## config.mk

```make
export PLATFORM = sky130hd
export DESIGN_NAME = fetch_queue_unit
export DESIGN_NICKNAME = d
export VERILOG_FILES = /design/src/rtl/fetch_queue_unit.sv
export SDC_FILE = /design/constraint.sdc
export NUM_CORES = 1
export LEC_CHECK = 0
export BUFFER_PORTS_ARGS = -buffer_cell sky130_fd_sc_hd__buf_4
export CAP_MARGIN = 30
export CORE_UTILIZATION = 52
export CTS_CLUSTER_SIZE = 24
export DETAILED_ROUTE_END_ITERATION = 10
export PLACE_DENSITY = 0.76
export SLEW_MARGIN = 10
export SYNTH_ARGS = -nofsm -noshare
export SYNTH_HDL_FRONTEND = slang
export SYNTH_SLANG_ARGS = --single-unit
export TNS_END_PERCENT = 50
```

## constraint.sdc

```tcl
create_clock -name clk -period 3.8 [get_ports clk]
set_input_delay 1.14 -clock clk [delete_from_list [all_inputs] [get_ports clk]]
set_output_delay 1.14 -clock clk [all_outputs]
set_load 0.01 [all_outputs]
```

## src/rtl/fetch_queue_unit.sv

```systemverilog
// Instruction-fetch front end: one I-mem read per cycle, next PC steered by the predictor,
// responses buffered with prediction metadata in a DEPTH-entry queue drained by decode.
module fetch_queue_unit #(
  parameter int unsigned     XLEN     = 32,
  parameter int unsigned     DEPTH    = 4,
  parameter int unsigned     INDEX_W  = 8,
  parameter logic [XLEN-1:0] RESET_PC = '0
) (
  input  logic               clk,
  input  logic               globalResetN,
  input  logic               redirectValid,
  input  logic [XLEN-1:0]    redirectPC,
  output logic [XLEN-1:0]    fetchPC,
  input  logic               predTaken,
  input  logic [XLEN-1:0]    predTarget,
  input  logic [INDEX_W-1:0] predIndex,
  input  logic [1:0]         predState,
  output logic               imemReq,
  output logic [XLEN-1:0]    imemAddr,
  input  logic [XLEN-1:0]    imemData,
  output logic               deqValid,
  input  logic               deqReady,
  output logic [XLEN-1:0]    deqInstr,
  output logic [XLEN-1:0]    deqPC,
  output logic [XLEN-1:0]    deqPredPC,
  output logic               deqPredTaken,
  output logic [INDEX_W-1:0] deqGHRIndex,
  output logic [1:0]         deqPHTState,
  output logic [$clog2(DEPTH):0] occupancy
);

  localparam int unsigned PtrW = $clog2(DEPTH);
  localparam int unsigned CntW = PtrW + 1;

  typedef struct packed {
    logic [XLEN-1:0]    pc;
    logic [XLEN-1:0]    pred_pc;
    logic               taken;
    logic [INDEX_W-1:0] index;
    logic [1:0]         state;
  } meta_t;

  typedef struct packed {
    logic [XLEN-1:0] instr;
    meta_t           meta;
  } entry_t;

  logic [XLEN-1:0] fetch_pc_q, fetch_pc_d;
  logic            inflight_q, inflight_d;
  meta_t           meta_q, meta_d;
  logic [PtrW-1:0] wr_ptr_q, wr_ptr_d, rd_ptr_q, rd_ptr_d;
  logic [CntW-1:0] count_q, count_d;
  entry_t          queue_q [DEPTH];

  logic [CntW:0]   credit_used;
  logic [XLEN-1:0] next_pc;
  logic            issue, push, pop;
  entry_t          head;

  // Instructions are word aligned; the low redirect bits are dropped.
  logic unused_redirect_lsb;
  assign unused_redirect_lsb = ^redirectPC[1:0];

  // Credit check counts the in-flight read so its return always finds a free slot.
  assign credit_used = {1'b0, count_q} + {{CntW{1'b0}}, inflight_q};
  assign issue       = globalResetN && !redirectValid && (credit_used < (CntW+1)'(DEPTH));
  assign push        = inflight_q && !redirectValid;
  assign pop         = deqValid && deqReady;
  assign next_pc     = predTaken ? predTarget : fetch_pc_q + XLEN'(4);

  always_comb begin
    fetch_pc_d = fetch_pc_q;
    inflight_d = issue;
    meta_d     = meta_q;
    wr_ptr_d   = wr_ptr_q;
    rd_ptr_d   = rd_ptr_q;
    count_d    = count_q + CntW'(push) - CntW'(pop);
    if (issue) begin
      fetch_pc_d = next_pc;
      meta_d     = '{pc: fetch_pc_q, pred_pc: next_pc, taken: predTaken,
                     index: predIndex, state: predState};
    end
    if (push) wr_ptr_d = wr_ptr_q + PtrW'(1);
    if (pop)  rd_ptr_d = rd_ptr_q + PtrW'(1);
    if (redirectValid) begin
      fetch_pc_d = {redirectPC[XLEN-1:2], 2'b00};
      inflight_d = 1'b0;
      wr_ptr_d   = '0;
      rd_ptr_d   = '0;
      count_d    = '0;
    end
  end

  always_ff @(posedge clk or negedge globalResetN) begin
    if (!globalResetN) begin
      fetch_pc_q <= RESET_PC;
      inflight_q <= 1'b0;
      meta_q     <= '0;
      wr_ptr_q   <= '0;
      rd_ptr_q   <= '0;
      count_q    <= '0;
    end else begin
      fetch_pc_q <= fetch_pc_d;
      inflight_q <= inflight_d;
      meta_q     <= meta_d;
      wr_ptr_q   <= wr_ptr_d;
      rd_ptr_q   <= rd_ptr_d;
      count_q    <= count_d;
    end
  end

  // Storage needs no reset: every output read from it is masked by deqValid.
  always_ff @(posedge clk) begin
    if (push) queue_q[wr_ptr_q] <= '{instr: imemData, meta: meta_q};
  end

  assign head         = queue_q[rd_ptr_q];
  assign deqValid     = (count_q != '0);
  assign deqInstr     = deqValid ? head.instr : '0;
  assign deqPC        = deqValid ? head.meta.pc : '0;
  assign deqPredPC    = deqValid ? head.meta.pred_pc : '0;
  assign deqPredTaken = deqValid && head.meta.taken;
  assign deqGHRIndex  = deqValid ? head.meta.index : '0;
  assign deqPHTState  = deqValid ? head.meta.state : '0;
  assign occupancy    = count_q;
  assign fetchPC      = fetch_pc_q;
  assign imemAddr     = fetch_pc_q;
  assign imemReq      = issue;

endmodule
```

==> results.md <==
* Placeable Area at 0.0420 mm^2
* Leakage component of the power at 9.98 nW
* Worst hold start: meta_q[58]$_DFFE_PN0P_
* Final setup fails at 0
* Horiz. Die Dim at 208 um
* Post-route minimum period at 3.53 ns
* Synth top area cells: sky130_fd_sc_hd__edfxtp_1 (58%), sky130_fd_sc_hd__dfrtp_1 (13%), sky130_fd_sc_hd__mux4_2 (11%)
* Unique cell type count in the Yosys netlist at 59
* Clk pwr share at 28.9%
* Finished Core Util at 63.4%
* Final net count at 1743
* Total CTS buffers at 53
* IO Pins at 287
* Number of global-route vias before repair at 12.9k
* Post-synthesis sequential element count at 543
* Number of violations of the max-capacitance limit at 0
* Post-Route Skew at 0.0187 ns
* Total Routing Usage GR at 24.0%
* Antenna-violating nets left at 0
* Clock buffer depth at 3
* Top post-synthesis cells by count: sky130_fd_sc_hd__edfxtp_1 (428), sky130_fd_sc_hd__nand2_1 (194), sky130_fd_sc_hd__and2_1 (115), sky130_fd_sc_hd__dfrtp_1 (115), sky130_fd_sc_hd__mux4_2 (107)
* Cell-internal power at 0.0129 W
* Endpoint kind of the worst setup timing path: output port
* Router iterations before antenna repair at 5
* Clock input transition at the sequential cells of the worst setup and hold paths at 0.06 ns
* Number of enable-type register cells in the synthesized netlist at 428
* Critical Path Start Type: register
* Area occupied by registers at 0.0157 mm^2
* Number of sinks driven by the clock tree at 543
* Headroom to the max-slew limit at 41.6%
* IO buf count at 284
* Outcome: completed
* Cell count after synthesis at 1355
* Maximum ir drop on the vdd rail at 339 uV
* Vias after detailed routing at 12.7k
* CTS Root Cell: sky130_fd_sc_hd__clkbuf_16
* DRC violations left at 0
* Area of the die at 0.0435 mm^2
* Proportion of power drawn by combinational gates at 27.1%
* Sequential cell area fraction in the yosys report at 71.0%
* Post_cts resized at 0
* Area of the mapped netlist at 0.0222 mm^2
* Clock tree from TritonCTS: done
* Most instantiated library cell after synthesis: sky130_fd_sc_hd__edfxtp_1
* Hold bufs inserted after CTS at 0
* Leading area contributor after synthesis: sky130_fd_sc_hd__edfxtp_1
* Placed wire-length estimate at 31400 um
* Footprint of the multi-input gates at 0.00584 mm^2
* Initial Utilization at 52.7%
* Net switching component of the power at 0.00519 W
* Total global routing overflow at 0
* Die extent in y at 208 um
* Layout cell share with drive strength beyond 1 at 31.9%
* RSZ-0062 raised after global routing: false
* Pin count of the biggest net entering global routing at 79
* R2r startpoint: occupancy[1]$_DFF_PN0_
* Dominant register cell in the synthesized netlist: sky130_fd_sc_hd__edfxtp_1
* Nets in the synthesized netlist at 1475
* Worst endpoint required time at 2.66 ns
* Area grow syn2layout at 20.3%
* Class of the most critical setup path: reg -> out
* Average wire per standard cell at 23.3 um
* Number of DRC markers in iteration 0 at 866
* Slew of the pin with the lowest slew margin at 0.876 ns
* Maximum fanout along the worst path at 28
* Number of antenna violations at the first check in global routing at 1
* CP Data Arrival Time at 2.39 ns
* Later-pin clock latency in the skew report at 0.59 ns
* Power density relative to cell area at 677 mW/mm^2
* Worst setup path start: rd_ptr_q[0]$_DFFE_PN0P_
* Avg Synthesized Cell Area at 16.4 um^2
* Class of the tightest hold or removal check: reg -> reg
* Final wirelength at 51400 um
* FILL cells at 3032
* Least setup slack across all paths after layout at 0.267 ns
* Synth warnings at 0
* Area share of the largest cell type after synthesis at 58.0%
* Share of flip-flops with an asynchronous set or reset after synthesis at 21.2%
* Final hold vios at 0
* Worst slack at placement at 0.627 ns
* Via density per instance at 5.77
* Switching share of power at 28.8%
* Reg power frac at 43.9%
* Final RePlAce weighted congestion at 0.871
* Diode insertion count for antenna repair at 0
* Count of H-tree levels built during CTS at 2
* Share of the cycle needed by the critical path after routing at 93.0%
* First-pass GRT wire length at 77900 um
* Number of cell rows at 75
* Highest clock rate at 283 MHz
* Final count of pins violating max slew at 0
-- placed cells by master, fill, tap and decap left out, types with 15 or more instances in the layout --
cell type and instances:
sky130_fd_sc_hd__clkbuf_1 16, sky130_fd_sc_hd__clkbuf_16 55, sky130_fd_sc_hd__edfxtp_1 428, sky130_fd_sc_hd__nor2_1 19, sky130_fd_sc_hd__and2_1 111, sky130_fd_sc_hd__dfrtp_1 113, sky130_fd_sc_hd__buf_12 15, sky130_fd_sc_hd__o21ai_0 40
sky130_fd_sc_hd__mux2i_1 15, sky130_fd_sc_hd__buf_4 303, sky130_fd_sc_hd__nand2_1 193, sky130_fd_sc_hd__nand3_1 20, sky130_fd_sc_hd__mux4_2 107
-- power by group through the flow --
stage / clock network (W) / registers, W / logic (W)
after floorplan: 0 / 0.00780 / 0.00283
after global placement: 0 / 0.00802 / 0.00486
after detailed placement: 0 / 0.00809 / 0.00490
after CTS: 0.00531 / 0.00794 / 0.00500
after global routing: 0.00553 / 0.00802 / 0.00530
final: 0.00522 / 0.00794 / 0.00490
-- routing by layer --
metal,track usage (%),vias to the layer above,wire length [um]
met5,0,-,13
met2,38.0,539,24800
met4,7.71,2,1430
met1,33.2,6470,21100
met3,5.77,90,4020
li1,-,5628,-
-- repair_timing --
| item | CTS | global route |
|---|---|---|
| endpoints found under the setup margin | 2 | 0 |
| endpoints found under the hold margin | 0 | 0 |
| buffers inserted | 4 | 0 |
-- area by class of cell --
| type | count | share of cell area, % |
|---|---|---|
| clock inverter | 19 | 0.718 |
| sequential | 543 | 59.0 |
| clock buffer | 80 | 5.85 |
| inverter | 15 | 0.211 |
| timing repair buffer | 320 | 9.80 |
| multi-input combinational | 690 | 21.9 |
| tap | 539 | 2.53 |
-- sequential cells by signal (all words and copies together), names as in the netlist --
signal,count
wr_ptr_q,2
rd_ptr_q,2
inflight_q,1
occupancy,3
fetchPC,32
queue_q,428
meta_q,75
-- critical path, cell delays in order (launching register included) --
cell	delay, ns
sky130_fd_sc_hd__dfrtp_4	0.54
sky130_fd_sc_hd__buf_12	0.30
sky130_fd_sc_hd__mux4_2	0.62
sky130_fd_sc_hd__and2_1	0.20
sky130_fd_sc_hd__buf_4	0.14
-- final timing paths --
kind	slack, ns	cells after the start	to
max in group asynchronous	1.88	4	rd_ptr_q[0]$_DFFE_PN0P_
min in group asynchronous	0.72	2	fetchPC[30]$_DFFE_PN0P_
worst max register to register	0.98	9	fetchPC[23]$_DFFE_PN0P_
worst min register to register	0.51	0	queue_q[2][58]$_DFFE_PP_
worst min-delay path	0.51	0	queue_q[2][58]$_DFFE_PP_
worst max-delay path	0.27	4	deqPC[10]
-- logic make-up (layout without fill, tap and decap cells) --
family,Yosys count,after routing,share of synthesized area (%)
compound gates,107,107,3.29
xor+xnor,18,18,0.711
fa+ha+maj,9,9,0.542
buf+inv,122,434,2.79
flops,543,543,71.0
mux,130,130,12.0
simple gates,426,426,9.75
-- through the flow --
step	total power (W)	area [um^2]	std cells	setup TNS [ns]	hold WS, ns
4_1_cts	0.0183	26700	2205	0	0.516
6_report	0.0181	26700	2206	0	0.513
3_3_place_gp	0.0129	24800	2101	0	0.486
5_1_grt	0.0188	26700	2206	0	0.530
3_5_place_dp	0.0130	24900	2102	0	0.501
2_1_floorplan	0.0106	22200	1355	-187.90	0.472
Note: power is estimated with default switching activity, not from simulation.
